File: config.mk
export PLATFORM = sky130hd
export DESIGN_NAME = mem_port_arbiter_flat
export DESIGN_NICKNAME = d
export VERILOG_FILES = /design/src/rtl/mem_port_arbiter_pkg.sv /design/src/rtl/mem_port_arbiter_if.sv /design/src/rtl/mem_port_arbiter_lat_cnt.sv /design/src/rtl/mem_port_arbiter.sv /design/src/flat_wrapper.sv
export SDC_FILE = /design/constraint.sdc
export NUM_CORES = 1
export LEC_CHECK = 0
export ABC_AREA = 0
export BUFFER_PORTS_ARGS = -buffer_cell sky130_fd_sc_hd__buf_2
export CAP_MARGIN = 20
export CORE_AREA = 5 5 115 117
export DETAILED_ROUTE_END_ITERATION = 10
export DIE_AREA = 0 0 120 122
export MAX_ROUTING_LAYER = met4
export RECOVER_POWER = 50
export SLEW_MARGIN = 15
export SYNTH_ARGS = -nofsm -noshare
export SYNTH_HDL_FRONTEND = slang
export SYNTH_SLANG_ARGS = --single-unit
File: constraint.sdc
create_clock -name clk -period 2.7 [get_ports clk]
set_clock_uncertainty 0.1 [all_clocks]
set_input_delay 0.135 -clock clk [delete_from_list [all_inputs] [get_ports clk]]
set_output_delay 0.135 -clock clk [all_outputs]
set_load 0.03 [all_outputs]
File: src/rtl/mem_port_arbiter_pkg.sv
// mem_port_arbiter_pkg
//   Encodings shared by the memory port arbiter, the CPU control unit and the
//   program loader: FSM state values and requester IDs.
//   No ports; import with "import mem_port_arbiter_pkg::*;".
package mem_port_arbiter_pkg;

  typedef enum logic {
    IDLE = 1'b0,
    WAIT = 1'b1
  } state_t;

  typedef logic req_id_t;

  localparam req_id_t ID_CPU = 1'b0;
  localparam req_id_t ID_LDR = 1'b1;

  // The requester that did not win last time; used to break ties.
  function automatic req_id_t other_id(input req_id_t id);
    return ~id;
  endfunction

endpackage

File: src/rtl/mem_port_arbiter_if.sv
// mem_port_arbiter_if
//   Bundles the CPU port, loader port and memory macro signals of the
//   arbiter.
//   Parameters: WIDTH (data width), ADDR_W (address width).
//   Modports:
//     slave  - arbiter view: requests/mem_rdata in, grants/done/rdata/mem_* out
//     master - requester and memory view: the opposite directions
interface mem_port_arbiter_if #(
  parameter int WIDTH  = 32,
  parameter int ADDR_W = 32
);

  logic              cpu_req;
  logic              cpu_we;
  logic [ADDR_W-1:0] cpu_addr;
  logic [WIDTH-1:0]  cpu_wdata;
  logic              cpu_gnt;
  logic              cpu_done;
  logic [WIDTH-1:0]  cpu_rdata;

  logic              ldr_req;
  logic              ldr_we;
  logic [ADDR_W-1:0] ldr_addr;
  logic [WIDTH-1:0]  ldr_wdata;
  logic              ldr_lock;
  logic              ldr_gnt;
  logic              ldr_done;
  logic [WIDTH-1:0]  ldr_rdata;

  logic              mem_en;
  logic              mem_we;
  logic [ADDR_W-1:0] mem_addr;
  logic [WIDTH-1:0]  mem_wdata;
  logic [WIDTH-1:0]  mem_rdata;

  modport slave (
    input  cpu_req, cpu_we, cpu_addr, cpu_wdata,
    output cpu_gnt, cpu_done, cpu_rdata,
    input  ldr_req, ldr_we, ldr_addr, ldr_wdata, ldr_lock,
    output ldr_gnt, ldr_done, ldr_rdata,
    output mem_en, mem_we, mem_addr, mem_wdata,
    input  mem_rdata
  );

  modport master (
    output cpu_req, cpu_we, cpu_addr, cpu_wdata,
    input  cpu_gnt, cpu_done, cpu_rdata,
    output ldr_req, ldr_we, ldr_addr, ldr_wdata, ldr_lock,
    input  ldr_gnt, ldr_done, ldr_rdata,
    input  mem_en, mem_we, mem_addr, mem_wdata,
    output mem_rdata
  );

endinterface

File: src/rtl/mem_port_arbiter_lat_cnt.sv
// mem_arb_lat_cnt
//   Memory latency counter. It loads MEM_LAT on an issue and then counts down
//   to zero. 'last' flags the cycle in which the memory read data is valid.
//   Ports:
//     clk  - clock
//     rst  - synchronous active-low reset
//     load - issue strobe, loads MEM_LAT
//     last - high while the count equals 1
module mem_arb_lat_cnt #(
  parameter int MEM_LAT = 1
) (
  input  logic clk,
  input  logic rst,
  input  logic load,
  output logic last
);

  localparam int CW = $clog2(MEM_LAT + 1);

  logic [CW-1:0] cnt;

  // The count rests at zero between accesses. Zero is never a 'last' value.
  always_ff @(posedge clk) begin
    if (!rst) begin
      cnt <= '0;
    end else if (load) begin
      cnt <= CW'(MEM_LAT);
    end else if (cnt != '0) begin
      cnt <= cnt - CW'(1);
    end
  end

  assign last = (cnt == CW'(1));

endmodule

File: src/rtl/mem_port_arbiter.sv
// mem_port_arbiter
//   Shares the unified instruction/data memory between the CPU port and the
//   program loader. It arbitrates round-robin with a loader lock, keeps one
//   access outstanding, and returns a done pulse with read data after MEM_LAT
//   cycles.
//   Ports:
//     clk - clock
//     rst - synchronous active-low reset
//     bus - CPU, loader and memory signals (mem_port_arbiter_if.slave)
module mem_port_arbiter
  import mem_port_arbiter_pkg::*;
#(
  parameter int WIDTH   = 32,
  parameter int ADDR_W  = 32,
  parameter int MEM_LAT = 1
) (
  input logic clk,
  input logic rst,
  mem_port_arbiter_if.slave bus
);

  state_t  state;
  req_id_t last_gnt;
  req_id_t cur_id;
  req_id_t winner;
  logic    cur_we;
  logic    locked;
  logic    cpu_ok;
  logic    issue;
  logic    done;
  logic    win_we;
  logic    lat_last;
  logic    cpu_done_w;
  logic    ldr_done_w;

  // Winner selection in the IDLE cycle. Reset masks every strobe, so nothing
  // is issued while rst is low even though requests may be present.
  always_comb begin
    cpu_ok = bus.cpu_req && !locked;
    issue  = rst && (state == IDLE) && (cpu_ok || bus.ldr_req);
    if (cpu_ok && bus.ldr_req) begin
      winner = other_id(last_gnt);
    end else if (cpu_ok) begin
      winner = ID_CPU;
    end else begin
      winner = ID_LDR;
    end
    win_we     = (winner == ID_CPU) ? bus.cpu_we : bus.ldr_we;
    done       = rst && (state == WAIT) && lat_last;
    cpu_done_w = done && (cur_id == ID_CPU);
    ldr_done_w = done && (cur_id == ID_LDR);
  end

  // The memory side sees address and data only during the issue cycle.
  // Read data goes only to the owner, and only for reads.
  assign bus.cpu_gnt   = issue && (winner == ID_CPU);
  assign bus.ldr_gnt   = issue && (winner == ID_LDR);
  assign bus.mem_en    = issue;
  assign bus.mem_we    = issue && win_we;
  assign bus.mem_addr  = !issue ? '0 : ((winner == ID_CPU) ? bus.cpu_addr : bus.ldr_addr);
  assign bus.mem_wdata = !issue ? '0 : ((winner == ID_CPU) ? bus.cpu_wdata : bus.ldr_wdata);
  assign bus.cpu_done  = cpu_done_w;
  assign bus.ldr_done  = ldr_done_w;
  assign bus.cpu_rdata = (cpu_done_w && !cur_we) ? bus.mem_rdata : '0;
  assign bus.ldr_rdata = (ldr_done_w && !cur_we) ? bus.mem_rdata : '0;

  // FSM plus the round-robin and lock bookkeeping. The lock holds across the
  // loader's own accesses and clears only in an idle cycle with ldr_lock low.
  always_ff @(posedge clk) begin
    if (!rst) begin
      state    <= IDLE;
      last_gnt <= ID_LDR;
      cur_id   <= ID_CPU;
      cur_we   <= 1'b0;
      locked   <= 1'b0;
    end else begin
      unique case (state)
        IDLE: begin
          if (issue) begin
            last_gnt <= winner;
            cur_id   <= winner;
            cur_we   <= win_we;
            state    <= WAIT;
          end
          if (issue && (winner == ID_LDR) && bus.ldr_lock) begin
            locked <= 1'b1;
          end else if (!bus.ldr_lock) begin
            locked <= 1'b0;
          end
        end
        WAIT: begin
          if (lat_last) begin
            state <= IDLE;
          end
        end
        default: state <= IDLE;
      endcase
    end
  end

  mem_arb_lat_cnt #(
    .MEM_LAT(MEM_LAT)
  ) u_lat_cnt (
    .clk (clk),
    .rst (rst),
    .load(issue),
    .last(lat_last)
  );

endmodule

File: src/flat_wrapper.sv
// flat-port wrapper written by rule: the top's interface ports become plain ports
module mem_port_arbiter_flat import mem_port_arbiter_pkg::*;
#(
  parameter int WIDTH   = 32,
  parameter int ADDR_W  = 32,
  parameter int MEM_LAT = 1
)
  (clk, rst, bus_cpu_req, bus_cpu_we, bus_cpu_addr, bus_cpu_wdata, bus_cpu_gnt, bus_cpu_done, bus_cpu_rdata, bus_ldr_req, bus_ldr_we, bus_ldr_addr, bus_ldr_wdata, bus_ldr_lock, bus_ldr_gnt, bus_ldr_done, bus_ldr_rdata, bus_mem_en, bus_mem_we, bus_mem_addr, bus_mem_wdata, bus_mem_rdata);
  mem_port_arbiter_if #(.WIDTH(WIDTH), .ADDR_W(ADDR_W)) bus_i ();
  input logic clk;
  input logic rst;
  input wire logic [$bits(bus_i.cpu_req)-1:0] bus_cpu_req;
  input wire logic [$bits(bus_i.cpu_we)-1:0] bus_cpu_we;
  input wire logic [$bits(bus_i.cpu_addr)-1:0] bus_cpu_addr;
  input wire logic [$bits(bus_i.cpu_wdata)-1:0] bus_cpu_wdata;
  output wire logic [$bits(bus_i.cpu_gnt)-1:0] bus_cpu_gnt;
  output wire logic [$bits(bus_i.cpu_done)-1:0] bus_cpu_done;
  output wire logic [$bits(bus_i.cpu_rdata)-1:0] bus_cpu_rdata;
  input wire logic [$bits(bus_i.ldr_req)-1:0] bus_ldr_req;
  input wire logic [$bits(bus_i.ldr_we)-1:0] bus_ldr_we;
  input wire logic [$bits(bus_i.ldr_addr)-1:0] bus_ldr_addr;
  input wire logic [$bits(bus_i.ldr_wdata)-1:0] bus_ldr_wdata;
  input wire logic [$bits(bus_i.ldr_lock)-1:0] bus_ldr_lock;
  output wire logic [$bits(bus_i.ldr_gnt)-1:0] bus_ldr_gnt;
  output wire logic [$bits(bus_i.ldr_done)-1:0] bus_ldr_done;
  output wire logic [$bits(bus_i.ldr_rdata)-1:0] bus_ldr_rdata;
  output wire logic [$bits(bus_i.mem_en)-1:0] bus_mem_en;
  output wire logic [$bits(bus_i.mem_we)-1:0] bus_mem_we;
  output wire logic [$bits(bus_i.mem_addr)-1:0] bus_mem_addr;
  output wire logic [$bits(bus_i.mem_wdata)-1:0] bus_mem_wdata;
  input wire logic [$bits(bus_i.mem_rdata)-1:0] bus_mem_rdata;
  assign bus_i.cpu_req = bus_cpu_req;
  assign bus_i.cpu_we = bus_cpu_we;
  assign bus_i.cpu_addr = bus_cpu_addr;
  assign bus_i.cpu_wdata = bus_cpu_wdata;
  assign bus_cpu_gnt = bus_i.cpu_gnt;
  assign bus_cpu_done = bus_i.cpu_done;
  assign bus_cpu_rdata = bus_i.cpu_rdata;
  assign bus_i.ldr_req = bus_ldr_req;
  assign bus_i.ldr_we = bus_ldr_we;
  assign bus_i.ldr_addr = bus_ldr_addr;
  assign bus_i.ldr_wdata = bus_ldr_wdata;
  assign bus_i.ldr_lock = bus_ldr_lock;
  assign bus_ldr_gnt = bus_i.ldr_gnt;
  assign bus_ldr_done = bus_i.ldr_done;
  assign bus_ldr_rdata = bus_i.ldr_rdata;
  assign bus_mem_en = bus_i.mem_en;
  assign bus_mem_we = bus_i.mem_we;
  assign bus_mem_addr = bus_i.mem_addr;
  assign bus_mem_wdata = bus_i.mem_wdata;
  assign bus_i.mem_rdata = bus_mem_rdata;
  mem_port_arbiter #(.WIDTH(WIDTH), .ADDR_W(ADDR_W), .MEM_LAT(MEM_LAT)) u_core (.clk(clk), .rst(rst), .bus(bus_i));
endmodule
==> results of run 1 <==
==> layer usage <==
layer / up-vias / routed length, um / track usage [%]
met5: - / 0 / -
li1: 1246 / - / -
met2: 175 / 4520 / 20.0
met4: 0 / 65 / 2.36
met3: 4 / 1070 / 3.48
met1: 1081 / 3540 / 13.0
==> cells by family after synthesis <==
group / count (synthesis)
and+or+nand+nor: 79
muxes: 1
DFF: 6
AOI/OAI and AO/OA: 73
buffers and inverters: 24
==> placed cells by master (no fill, tap or decap) <==
master	n
a211oi_1	1
a21boi_0	1
a21oi_1	2
a22o_1	64
and2_0	1
and2_1	63
buf_12	2
buf_2	239
clkbuf_1	61
clkbuf_16	3
clkbuf_2	2
dfxtp_1	6
diode_2	1
inv_1	4
mux2i_1	1
nand2_1	3
nand2b_1	1
nand3_1	1
nand3b_1	1
nor2_1	3
nor2_4	1
nor2b_1	3
nor3_2	2
o21ai_0	5
==> sequential cells by signal, indices dropped and copies added, names as in the netlist <==
| signal | flops |
|---|---|
| u_core.state | 1 |
| u_core.last_gnt | 1 |
| u_core.u_lat_cnt.last | 1 |
| u_core.locked | 1 |
| u_core.cur_id | 1 |
| u_core.cur_we | 1 |
==> final timing paths <==
kind | to | slack [ns] | depth (start not counted)
setup reg to reg | u_core.locked$_SDFFE_PN0P_ | 1.02 | 5
hold reg to reg | u_core.state$_SDFF_PN0_ | 0.34 | 1
hold / removal | u_core.last_gnt$_SDFFE_PN1P_ | 0.06 | 2
setup / recovery | bus_mem_wdata[1] | 0.54 | 5
==> synthesized netlist by cell type <==
library cell  number  area share, %
buf_4              1           0.56
clkbuf_1           6            1.7
nand2b_1           1           0.47
nand3_1            1           0.37
nor3_1             2           0.75
a21boi_1           1           0.56
buf_6              2            1.7
nor2b_1            3            1.4
nand2_1            3           0.84
o21ai_0            5            1.9
and2_1            64             30
mux2i_1            1           0.75
buf_2             11            4.1
nor2_1             4            1.1
a21oi_1            2           0.75
nand3b_1           1           0.56
a22o_1            64             42
a211oi_2           1           0.93
inv_1              4            1.1
dfxtp_1            6            8.9
==> power by group <==
part / switching (W) / internal, W
clock network: 0.0000477 / 0.000190
registers: 0.00000754 / 0.0000978
logic: 0.000341 / 0.000215
total: 0.000397 / 0.000503
==> metrics by stage <==
stage	area (um^2)	total power (W)	hold WS, ns
4_1_cts	3080	0.000916	0.0618
6_report	2990	0.000900	0.0604
2_1_floorplan	1340	0.000435	0.122
3_5_place_dp	3000	0.000673	0.292
5_1_grt	2990	0.000950	0.103
3_3_place_gp	3000	0.000675	0.292
==> cell type report <==
type | instances | area, um^2 | share of cell area (%)
antenna | 1 | 2.50 | 0.0838
clock buffer | 3 | 75.1 | 2.51
inverter | 4 | 15.0 | 0.503
multi-input combinational | 153 | 1110 | 37.2
sequential | 6 | 120 | 4.02
tap | 150 | 188 | 6.28
timing repair buffer | 304 | 1480 | 49.4
==> reports/metrics.csv, run 1 <==
stage,metric,value,unit
pwr,leakage,1.71,nW
detailed_routing,drt_iter0_drc,100,
yosys,synth_area,0.00134,mm^2
yosys,synth_seq_cells,6,
floorplan,boundaryPins,301,
yosys,syn-num-nets,350,
setup_path,arrival,1.92,ns
clocking,clk_latency,0.23,ns
yosys,yosys.area_share.adder,0,%
floorplan,die-area,0.0146,mm^2
layout,area_growth,123,%
setup_path,crit_path_max_incr_delay,0.39,ns
sta,tightest_slew,0.603,ns
floorplan,start_util,11.0,%
sta,fmax,463,MHz
sta,setup_viol,0,
clocking,root_buffer,clkbuf_16,
setup_path,path_max_fanout,68,
setup_path,cp-startpoint,u_core.state$_SDFF_PN0_,
yosys,synthXorXnorAreaFrac,0,%
yosys,synth_top_family_by_area,compound AO/OA/AOI/OAI gates,
setup_path,cp_num_buf_inv,2,
sta,drv_slew,0,
detailed_routing,drt-wirelength-per-cell,14.8,um
clocking,cts.path.max_buffers,2,
grt,antenna_found_initial,2,
detailed_routing,num_vias,2506,
sta,rsz0062_at_grt,no,
clocking,clk_pin_slew,0.03,ns
clocking,numCtsBuffers,3,
yosys,syn_area_per_cell,7.34,um^2
yosys,synthCells,183,
layout,nets,639,
setup_path,cp_slowest_cell,a211oi_1,
sta,setup_slack,0.540,ns
floorplan,rows,41,
detailed_routing,routed_via_density,4.04,
grt,grt.total_usage,11.4,%
layout,final_cell_count_no_fill,621,
worst_hold_path,min_path_type,input pin to register,
floorplan,die_x,120,um
job,cap_viol_max_count,0,
detailed_routing,drc,0,
detailed_routing,routed_wl,9.19,mm
yosys,synth_compound_area_share,45.9,%
status,status,finished clean,
place,hpwl,7.94,mm
worst_hold_path,worstHoldStart,rst,
yosys,synthMuxAreaShare,0.746,%
place,io_buffers,300,
clocking,postCtsHoldBufs,0,
layout,finish.utilization,24.4,%
setup_path,reg2reg_from,u_core.state$_SDFF_PN0_,
floorplan,die_y,122,um
layout,fillers,1376,
place,place_ws,0.812,ns
grt,grt_pass1_wl,13.0,mm
detailed_routing,ant_nets,0,
clocking,cts_tree,done,
grt,grt_overflow,0,
pwr,peakVddDrop,0.156,mV
setup_path,end_kind,output port,
setup_path,crit_type,register to output port,
setup_path,worstPathCellList,nand2b_1 > a211oi_1 > buf_12 > a22o_1 > buf_2,
clocking,post-cts-setup-buffer-count,0,
clocking,cts_max_level,1,
yosys,synth_cell_type_count,20,
place,gp_congestion,0.739,
sta,tns,0,ns
grt,grt_pass1_vias,2429,
yosys,ys_warn_count,0,
floorplan,core_area,0.0123,mm^2
sta,maxSlewHeadroom,59.3,%
detailed_routing,drtPass1Iterations,4,
setup_path,critPathRequiredTime,2.47,ns
sta,fin_crit,2.16,ns
yosys,synthSimpleGateAreaFrac,35.3,%
grt,grt_max_degree,69,
setup_path,cp_top_family,compound AO/OA/AOI/OAI gates,
sta,finalCritPeriodShare,80.0,%
yosys,synth-seq-area-share,8.95,%
setup_path,critPathLaunchType,register,
sta,hold_viol,0,
place,dp_cells,617,
pwr,power_density,301,mW/mm^2
layout,drive_gt1_share,53.0,%
clocking,cts_resized,0,
clocking,clock_sinks,6,
No activity file was read; power rests on OpenSTA's default activity.
==> inputs of run 2 (changes only) <==
--- a/config.mk
+++ b/config.mk
@@ -5,12 +5,12 @@
 export SDC_FILE = /design/constraint.sdc
 export NUM_CORES = 1
 export LEC_CHECK = 0
-export ABC_AREA = 0
+export ABC_AREA = 1
 export BUFFER_PORTS_ARGS = -buffer_cell sky130_fd_sc_hd__buf_2
 export CAP_MARGIN = 20
-export CORE_AREA = 5 5 115 117
+export CORE_AREA = 5 5 113 115
 export DETAILED_ROUTE_END_ITERATION = 10
-export DIE_AREA = 0 0 120 122
+export DIE_AREA = 0 0 118 120
 export MAX_ROUTING_LAYER = met4
 export RECOVER_POWER = 50
 export SLEW_MARGIN = 15
==> constraint.sdc (replaced) <==
create_clock -name clk -period 1.9 [get_ports clk]
set_clock_uncertainty 0.1 [all_clocks]
set_input_delay 0.095 -clock clk [delete_from_list [all_inputs] [get_ports clk]]
set_output_delay 0.095 -clock clk [all_outputs]
set_load 0.03 [all_outputs]
==> run 2 against run 1 <==
Count of clock-buffer cells in the layout did not move. Final cell count rose by 29%. Power rose by 59%. Via count rose by 20%. Global-route usage rose by 0.33 points. Largest cell class unchanged.
==> reports/metrics.csv, run 2 <==
stage,metric,value,unit
setup_path,ff2ff_path_depth,5,
grt,grt.total_usage,11.8,%
detailed_routing,num_vias,3001,
place,hpwl,7.89,mm
detailed_routing,drt-wirelength-per-cell,11.6,um
pwr,total_power,0.00143,W
detailed_routing,drtPass1Iterations,4,
clocking,cts_tree,done,
yosys,syn-num-nets,522,
place,dp_cells,794,
sta,fin_crit,1.84,ns
yosys,synthTopCellsByCount,"201 x nand2_1, 67 x nor2_1, 45 x inv_1",
floorplan,die-area,0.0142,mm^2
yosys,synth_seq_cells,6,
sta,rsz0062_at_grt,yes,
layout,final_cell_count_no_fill,799,
detailed_routing,route.met3.wl,832,um
sta,setup_viol,0,
yosys,synth_area,0.00153,mm^2
yosys,netlist_top_cells_area,"nand2_1 49%, nor2_1 16%, inv_1 11%",
floorplan,die_y,120,um
layout,layout_commonest_cell,buf_2,
yosys,yosysTopAreaCell,nand2_1,
floorplan,boundaryPins,301,
worst_hold_path,min_path_type,input pin to register,
setup_path,arrival,1.65,ns
layout,area_growth,122,%
pwr,leakage,2.52,nW
clocking,clock_sinks,6,
yosys,yosysMostFrequentCell,nand2_1,
sta,tightest_slew,0.321,ns
yosys,synth_edf_count,0,
yosys,yosys_most_used_dff,dfxtp_1,
setup_path,critPathRequiredTime,1.70,ns
setup_path,critPathLaunchType,register,
yosys,synthCells,355,
yosys,syn_area_per_cell,4.30,um^2
detailed_routing,wl_met2,4.74,mm
clocking,cts.path.max_buffers,2,
setup_path,end_kind,output port,
yosys,synth-seq-area-share,7.88,%
grt,grt_overflow,0,
detailed_routing,drt_iter0_drc,94,
detailed_routing,met1Wirelength,3.66,mm
detailed_routing,routed_wl,9.29,mm
grt,grt_max_degree,36,
setup_path,worstPathCellList,nor2_2 > nand4_1 > inv_2 > buf_12 > buf_4 > nand2_1 > nand2_1 > buf_2,
yosys,synth_top_area_share,49.5,%
job,cap_viol_max_count,0,
setup_path,cp_slowest_cell,dfxtp_1,
layout,antenna_cells,0,
sta,hold_viol,0,
yosys,synth_cell_type_count,17,
pwr,power_density,422,mW/mm^2
place,postPlaceCellArea,0.00320,mm^2
yosys,synth-async-reset-ratio,0,%
clocking,clk_pin_slew,0.03,ns
floorplan,start_util,13.0,%
sta,maxSlewHeadroom,78.6,%
grt,grt_pass1_wl,13.7,mm
detailed_routing,drc,0,
detailed_routing,routed_via_density,3.76,
worst_hold_path,worstHoldPathCells,2,
sta,holdWs,0.0318,ns
grt,antenna_found_initial,0,
sta,drv_slew,0,
place,io_buffers,300,
setup_path,path_max_fanout,35,
layout,layout_common_cells,"285 x buf_2, 201 x nand2_1, 66 x nor2_1",
status,status,finished clean,
setup_path,crit_top_cell,nand2_1,
floorplan,die_x,118,um
layout,nets,821,
clocking,postCtsHoldBufs,0,
setup_path,crit_path_max_incr_delay,0.32,ns
layout,postLayoutCellArea,0.00338,mm^2
clocking,root_buffer,clkbuf_16,
floorplan,core_area,0.0117,mm^2
floorplan,rows,40,
clocking,cts_max_level,1,
sta,fmax,543,MHz
sta,finalCritPeriodShare,96.9,%
layout,drive_gt1_share,49.5,%
grt,grt_pass1_vias,2969,
place,gp_congestion,0.820,
yosys,ys_warn_count,0,
clocking,clk_latency,0.23,ns
clocking,numCtsBuffers,3,
layout,fillers,1366,
pwr,peakVddDrop,0.405,mV
setup_path,crit_type,register to output port,
detailed_routing,topRoutingLayerUsed,met4,
detailed_routing,ant_nets,0,
run 2: cell types whose count changed after synthesis, moves of 3 or more:
cell / delta
nor2_1: +63
buf_2: -4
a22o_1: -64
buf_6: +4
nand2_1: +198
o21ai_0: -4
nor2b_1: -3
inv_1: +41
and2_1: -64
run 2: through the flow:
step	setup TNS [ns]	util [%]	setup WS (ns)
after floorplan	-1.05	-	-0.0178
after global placement	0	27.3	0.113
after detailed placement	0	27.3	0.102
after CTS	-0.00826	28.2	-0.00425
after global routing	-0.113	28.9	-0.0156
final	0	28.9	0.0597
run 2: worst max-delay path, delay by kind of cell (launching register included):
kind / cells / cell delay [ns]
flip-flops: 1 / 0.32
AND/OR/NAND/NOR: 4 / 0.41
buffers and inverters: 4 / 0.65
run 2: layout make-up:
cell class / count / area [um^2] / share of cell area (%)
timing repair buffer: 314 / 1710 / 50.4
multi-input combinational: 283 / 1110 / 32.9
tap: 147 / 184 / 5.44
clock buffer: 3 / 75.1 / 2.22
inverter: 46 / 185 / 5.48
sequential: 6 / 120 / 3.55
run 2: what timing repair did:
action,CTS,global route
cloned,0,1
endpoints found under the setup margin,57,57
setup buffers,0,1
resized for setup,12,15
run 2: final timing paths:
kind / end / slack [ns] / startpoint
min: u_core.last_gnt$_SDFFE_PN1P_ / 0.03 / rst
max: bus_mem_wdata[18] / 0.06 / u_core.locked$_SDFFE_PN0P_
max reg2reg: u_core.cur_we$_SDFFE_PN0P_ / 0.77 / u_core.locked$_SDFFE_PN0P_
min reg2reg: u_core.state$_SDFF_PN0_ / 0.35 / u_core.u_lat_cnt.last$_SDFF_PN0_
run 2: kinds of logic after synthesis:
family,synth area share (%)
simple gates,68.2
buf+inv,19.8
compound gates,4.18
flops,7.88
run 2: per-layer routing:
metal,global-route usage [%],up-vias
met5,-,-
met4,1.72,0
met3,2.40,7
met2,21.7,179
met1,13.4,1204
li1,-,1611
run 2: power by group:
group	total, W	internal (W)	leakage, nW	switching, W
Clock	0.000343	0.000270	0.0370	0.0000731
Sequential	0.000146	0.000139	0.0495	0.00000709
Combinational	0.000938	0.000342	2.43	0.000596
Total	0.00143	0.000751	2.52	0.000676
